$ cat config.mk
export PLATFORM = sky130hd
export DESIGN_NAME = dlfloat_mult_pipe
export DESIGN_NICKNAME = d
export VERILOG_FILES = /design/src/rtl/dlfloat_mult_pipe.sv
export SDC_FILE = /design/constraint.sdc
export NUM_CORES = 1
export LEC_CHECK = 0
export CAP_MARGIN = 20
export CORE_AREA = 8 8 202 108
export CTS_CLUSTER_DIAMETER = 150
export DETAILED_ROUTE_END_ITERATION = 7
export DIE_AREA = 0 0 210 116
export GPL_TIMING_DRIVEN = 0
export PLACE_DENSITY = 0.68
export SYNTH_ARGS = -nofsm -noshare
export SYNTH_HDL_FRONTEND = slang
export SYNTH_SLANG_ARGS = --single-unit
$ cat constraint.sdc
create_clock -name clk -period 13.85 [get_ports clk]
set_clock_uncertainty 0.05 [all_clocks]
set_input_delay 1.385 -clock clk [delete_from_list [all_inputs] [get_ports clk]]
set_output_delay 1.385 -clock clk [all_outputs]
set_load 0.02 [all_outputs]
$ cat src/rtl/dlfloat_mult_pipe.sv
// Three-stage pipelined DLFloat multiplier (unpack, multiply, normalise/round/pack)
// with one global stall enable and {nv, of, uf, nx} exception flags.
module dlfloat_mult_pipe #(
   parameter int EXP_W = 6,
   parameter int MAN_W = 9,
   parameter int BIAS  = 2**(EXP_W-1)-1
) (
   input  logic                   clk,
   input  logic                   rst_n,
   input  logic                   in_valid,
   output logic                   in_ready,
   input  logic [EXP_W+MAN_W:0]   a,
   input  logic [EXP_W+MAN_W:0]   b,
   output logic                   out_valid,
   input  logic                   out_ready,
   output logic [EXP_W+MAN_W:0]   y,
   output logic [3:0]             flags
);

   localparam int W  = 1 + EXP_W + MAN_W;
   localparam int PW = 2 * (MAN_W + 1);
   localparam int EW = EXP_W + 2;

   logic en;

   logic [EXP_W-1:0] exp_a, exp_b;
   logic [EW-1:0]    exp_sum;

   logic             v1, s1_sign, s1_zero, s1_spec;
   logic [EW-1:0]    s1_exp;
   logic [MAN_W-1:0] s1_fa, s1_fb;

   logic             v2, s2_sign, s2_zero, s2_spec;
   logic [EW-1:0]    s2_exp;
   logic [PW-1:0]    s2_prod;

   logic             msb, guard, sticky, round_up, carry;
   logic [PW-2:0]    norm;
   logic [MAN_W-1:0] frac_t;
   logic [MAN_W:0]   frac_r;
   logic [EW-1:0]    exp_f;
   logic [W-1:0]     packed_res;
   logic [W-1:0]     y_next;
   logic [3:0]       flags_next;

   // Every stage advances together; a full output register blocks the whole pipe.
   assign en       = !out_valid | out_ready;
   assign in_ready = en;

   assign exp_a   = a[MAN_W +: EXP_W];
   assign exp_b   = b[MAN_W +: EXP_W];
   assign exp_sum = EW'(exp_a) + EW'(exp_b) - EW'(BIAS);

   always_ff @(posedge clk or negedge rst_n) begin
      if (!rst_n) begin
         v1      <= 1'b0;
         s1_sign <= 1'b0;
         s1_zero <= 1'b0;
         s1_spec <= 1'b0;
         s1_exp  <= '0;
         s1_fa   <= '0;
         s1_fb   <= '0;
      end else if (en) begin
         v1      <= in_valid;
         s1_sign <= a[W-1] ^ b[W-1];
         s1_zero <= (exp_a == '0) || (exp_b == '0);
         s1_spec <= (&a) || (&b);
         s1_exp  <= exp_sum;
         s1_fa   <= a[MAN_W-1:0];
         s1_fb   <= b[MAN_W-1:0];
      end
   end

   always_ff @(posedge clk or negedge rst_n) begin
      if (!rst_n) begin
         v2      <= 1'b0;
         s2_sign <= 1'b0;
         s2_zero <= 1'b0;
         s2_spec <= 1'b0;
         s2_exp  <= '0;
         s2_prod <= '0;
      end else if (en) begin
         v2      <= v1;
         s2_sign <= s1_sign;
         s2_zero <= s1_zero;
         s2_spec <= s1_spec;
         s2_exp  <= s1_exp;
         s2_prod <= PW'({1'b1, s1_fa}) * PW'({1'b1, s1_fb});
      end
   end

   // The product of two 1.x mantissas lies in [1,4); align so the hidden one is dropped.
   assign msb      = s2_prod[PW-1];
   assign norm     = msb ? s2_prod[PW-2:0] : {s2_prod[PW-3:0], 1'b0};
   assign frac_t   = norm[PW-2 -: MAN_W];
   assign guard    = norm[PW-2-MAN_W];
   assign sticky   = |norm[PW-3-MAN_W:0];
   assign round_up = guard & (sticky | frac_t[0]);
   assign frac_r   = {1'b0, frac_t} + (MAN_W+1)'(round_up);
   assign carry    = frac_r[MAN_W];
   assign exp_f    = s2_exp + EW'(msb) + EW'(carry);
   assign packed_res = {s2_sign, exp_f[EXP_W-1:0], frac_r[MAN_W-1:0]};

   // Exception priority: special operand, zero operand, underflow, overflow, normal.
   always_comb begin
      y_next     = '0;
      flags_next = 4'b0000;
      if (s2_spec) begin
         y_next     = '1;
         flags_next = 4'b1000;
      end else if (s2_zero) begin
         flags_next = 4'b0000;
      end else if (exp_f[EW-1] || (exp_f == '0)) begin
         flags_next = 4'b0011;
      end else if ((exp_f > EW'(2**EXP_W - 1)) || (&packed_res)) begin
         y_next     = '1;
         flags_next = 4'b0101;
      end else begin
         y_next     = packed_res;
         flags_next = {3'b000, guard | sticky};
      end
   end

   always_ff @(posedge clk or negedge rst_n) begin
      if (!rst_n) begin
         out_valid <= 1'b0;
         y         <= '0;
         flags     <= 4'b0000;
      end else if (en) begin
         out_valid <= v2;
         if (v2) begin
            y     <= y_next;
            flags <= flags_next;
         end
      end
   end

endmodule

Word-level counts from Yosys, hierarchy flattened
Index checks and enable logic that the tools add are counted.
W data, S select, Z words.
{ "totals": {"reg_bits": 83, "in_bits": 36, "out_inout_bits": 22, "wordCells": 50} }
{ "classes": {"n_addsub": 5, "n_mul": 1, "n_lt_le_gt_ge": 1, "mux": 9, "bitwise_logic": 5, "n_reduce_logical": 13} }
{ "ops": {"columns": ["cell", "n"], "rows": [
  ["$mux W16", 4],
  ["$reduce_and A16 Y1", 3],
  ["$mul A10 B10 Y20", 1],
  ["$mux W19", 1],
  ["$add A8 B1 Y8", 2],
  ["$logic_not A6 Y1", 2],
  ["$add A9 B1 Y10", 1],
  ["$mux W3", 3],
  ["$reduce_or A9 Y1", 1],
  ["$gt A8 B6 Y1 const B", 1],
  ["$logic_not A8 Y1", 1],
  ["$sub A7 B5 Y8 const B", 1],
  ["$add A6 B6 Y7", 1],
  ["$logic_or A1 B1 Y1", 4],
  ["$mux W4", 1],
  ["$or A1 B1 Y1", 3],
  ["$reduce_and A2 Y1", 1],
  ["$and A1 B1 Y1", 1],
  ["$logic_not A1 Y1", 1],
  ["$xor A1 B1 Y1", 1]
]} }

Logic depth before layout (Yosys ltp)
{ "logic_depth": {"depth_word": 12, "depth_mapped": 20, "depth_no_buf": 18} }

Worst setup path before layout
OpenSTA, ideal clock, no wires.
{ "synth_path": {"path_kind": "register to register", "from": "reg s1_fb[3]", "to": "reg s2_prod[17]", "arrival_ns": 5.023, "t_required_ns": 13.670, "path_slack_ns": 8.647, "path_stages_with_launch": 20, "path_buffers": 1, "period_less_slack_ns": 5.203, "cell_sequence": "dfrtp_1 clkbuf_1 nand2_1 fa_1 inv_1 fa_1 inv_1 fa_1 inv_1 fa_1 inv_1 fa_1 inv_1 ha_1 a21oi_1 o21ai_0 or4_1 o211ai_1 nor4b_1 nor3_1"} }
{ "synth_via": {"elab_chain_cells": 1} }
{ "synth_rtl": {"columns": ["element", "line_no", "rtl"], "rows": [
  ["start, declared", "31", "logic [MAN_W-1:0] s1_fa, s1_fb;"],
  ["start signal, assigned", "70", "s1_fb <= b[MAN_W-1:0];"],
  ["$mul A10 B10 Y20", "88", "s2_prod <= PW'({1'b1, s1_fa}) * PW'({1'b1, s1_fb});"],
  ["end signal, assigned", "88", null],
  ["end, declared", "35", "logic [PW-1:0] s2_prod;"]
]} }
No other way between the ends.
A chain may end at the register's enable or synchronous reset.

Final worst setup path
Ends and elaborated chain as after synthesis.

==> impl_metrics.py <==
metrics = {
    "critical_path": {
        "cp.arrival_ns": 6.15,
        "crit_required_ns": 14.03,
        "critPathMaxFanout": 10,
        "rrSetupSlack_ns": 7.88,
        "r2r_cells": 19,
        "cp_slowest_cell": "fa_1",
        "cpPeakStageDelay_ns": 0.56,
        "worstSetupPathType": "reg2reg",
        "crit_chain": "clkbuf_1 -> nand2_1 -> fa_1 -> inv_1 -> fa_1 -> inv_1 -> fa_1 -> inv_1 -> fa_1 -> inv_1 -> fa_1 -> inv_1 -> ha_1 -> a21oi_1 -> o21ai_0 -> or4_1 -> o211ai_1 -> nor4b_1 -> nor3_1",
        "startpoint_type": "flop",
        "rr_startpoint": "s1_fb[3]",
        "cp-end-kind": "flop",
        "r2r-end": "s2_prod[17]",
    },
    "cts": {
        "cts-root-buf": "clkbuf_16",
        "cts_made_buffers": 9,
        "cts_max_path_buffers": 2,
        "cts_sinks": 83,
        "cts_max_level": 3,
        "cts.clk_slew.worst_paths_ns": 0.07,
        "postCtsHoldBufs": 0,
        "cts_setup_buffers": 0,
        "clock_latency_ns": 0.35,
        "cts_resized": 0,
        "cts_tree": "built",
    },
    "synth": {
        "synthArstFlopShare_pct": 100.0,
        "ys_seq_elements": 83,
        "yosysUniqueCellTypes": 60,
        "yosysWarnings": 0,
        "synthCells": 835,
        "synth_edf_count": 0,
        "netlist_area_sq_um": 7410,
        "yosys-top-cells-area": "dfrtp_1 (28%), fa_1 (17%), ha_1 (11%)",
        "synth_flop_cell": "dfrtp_1",
        "yosysTopAreaCellShare_pct": 28.03,
        "synth_area_leader_cell": "dfrtp_1",
        "yosysMostFrequentCell": "nand2_1",
        "seq_area_frac_synth_pct": 28.03,
        "syn-num-nets": 1002,
        "synth_area_per_cell_sq_um": 8.874,
        "synth_commonest_cells": "nand2_1 (166), inv_1 (100), dfrtp_1 (83)",
    },
    "sta": {
        "final-hold-violation-count": 0,
        "max_slew_margin_pct": 54.49,
        "worstMarginPinSlew_ns": 0.6826,
        "drv_slew": 0,
        "period_minus_slack_ns": 5.973,
        "rsz0062_at_grt": "false",
        "fmax_mhz": 167.4,
        "setup_viol": 0,
        "period_share_pct": 43.13,
        "timing.final.ws_setup_ns": 7.877,
        "tns_ns": 0,
    },
    "die": {
        "io_pins": 58,
        "die_width_um": 210,
        "die_area_sq_um": 24360,
        "num_rows": 36,
        "initial_core_util_pct": 39.07,
        "chipHeight_um": 116,
        "core-area_sq_um": 18960,
    },
    "detailed_routing": {
        "drt-initial-drc-count": 441,
        "wl_per_cell_um": 17.11,
        "first_pass_iters": 5,
        "vias": 6177,
        "vias_per_cell": 5.257,
        "drt_wl_total_um": 20110,
        "drc_errors": 0,
        "final_antenna_net_count": 0,
    },
    "min_path": {
        "hold_class": "reg2reg",
        "min_path_cells": 2,
        "worstHoldStart": "v1",
        "holdPathEnd": "v2",
    },
    "global_routing": {
        "grt_pass1_wl_um": 33290,
        "track_usage_pct": 17.29,
        "grt_pass1_vias": 6071,
        "grt_start_max_net_pins": 55,
        "antenna_found_initial": 0,
        "grt-ovfl-total": 0,
    },
    "layout": {
        "fillers": 1857,
        "insertedDiodeCount": 0,
        "drive_gt1_share_pct": 4.180,
        "final_nets": 1071,
        "syn_to_final_growth_pct": 16.75,
    },
    "placement": {
        "pre_cts_ws_ns": 7.964,
        "place_congestion": 0.8949,
        "io_buffer_count": 57,
        "dp_hpwl_um": 16310,
    },
    "flow_run": {
        "maxCapViolCount": 0,
    },
    "run_status": {
        "status": "finished, final reports clean",
    },
}
how the worst max path moves through the flow:
stage	endpoint	slack, ns	from
final	s2_prod[17]	7.88	s1_fb[3]
after global routing	s2_prod[17]	7.61	s1_fb[3]
after CTS	s2_prod[17]	7.93	s1_fb[3]
after detailed placement	s2_prod[17]	7.96	s1_fb[3]
after global placement	s2_prod[17]	8.06	s1_fb[3]
after floorplan	s2_prod[17]	8.65	s1_fb[3]
cells by family (layout without fill, tap and decap cells):
group	count (synthesis)	after routing	synth area share [%]
buffers and inverters	140	214	7.362
flip-flops	83	83	28.03
multiplexers	13	13	1.824
adder cells (fa/ha/maj)	131	131	28.61
AND/OR/NAND/NOR	301	301	19.03
XOR/XNOR	30	30	3.546
AO/OA/AOI/OAI	137	137	11.60
sequential cells by signal, indices dropped and copies added (netlist names):
| register | count |
|---|---|
| v1 | 1 |
| s2_sign | 1 |
| flags | 4 |
| y | 16 |
| s1_fb | 9 |
| s1_sign | 1 |
| s1_zero | 1 |
| s1_exp | 8 |
| s1_spec | 1 |
| s2_spec | 1 |
| out_valid | 1 |
| s2_exp | 8 |
| s2_prod | 20 |
| v2 | 1 |
| s1_fa | 9 |
| s2_zero | 1 |
routing by layer:
metal / vias to the layer above / GRT usage (%) / wire [um]
met5: - / 0 / 0
met3: 15 / 4.941 / 1759
met2: 206 / 22.45 / 7374
li1: 2894 / - / -
met1: 3062 / 27.58 / 10860
met4: 0 / 2.242 / 109
critical path, delay by kind of cell (launching register included):
family | cells | cell delay [ns]
and+or+nand+nor | 4 | 1.04
AOI/OAI and AO/OA | 3 | 0.63
buffers and inverters | 6 | 0.75
adders and majority gates | 6 | 3.00
DFF | 1 | 0.38
metrics by stage:
stage | utilization, % | instance area (sq um) | hold WS (ns) | instances
global route | 45.62 | 8651 | 0.4330 | 1175
detailed placement | 43.97 | 8338 | 0.4028 | 1159
CTS | 45.62 | 8651 | 0.4213 | 1175
finish | 45.62 | 8651 | 0.4186 | 1175
floorplan | - | 7410 | 0.3801 | 835
global placement | 43.84 | 8313 | 0.3931 | 1158
layout make-up:
cell class	count	area (sq um)	area share, %
Tap cell	266	332.8	3.847
Clock buffer	10	239.0	2.763
Clock inverter	6	73.82	0.8533
Sequential cell	83	2077	24.01
Inverter	100	375.4	4.339
Buffer	40	170.2	1.967
Timing Repair Buffer	58	595.6	6.885
Multi-Input combinational cell	612	4787	55.34
cells in the final DEF (no fill, tap or decap), drive strengths merged, types with 3 or more instances in the layout:
cell	n
a211o	5
a211oi	3
a21o	11
a21oi	48
a31oi	6
and2	30
and3	10
buf	14
clkbuf	38
clkdlybuf4s50	56
dfrtp	83
fa	64
ha	67
inv	101
mux2	4
mux2i	9
nand2	166
nand2b	3
nand3	10
nand4	15
nor2	31
nor2b	4
nor3	7
nor3b	6
nor4	4
o211ai	3
o21a	5
o21ai	37
o311ai	3
or3	3
or4	4
xnor2	12
xor2	18
Power is left out: the tool's default activity adds up to more than one toggle a clock period on the data nets, which glitch-free logic cannot reach.
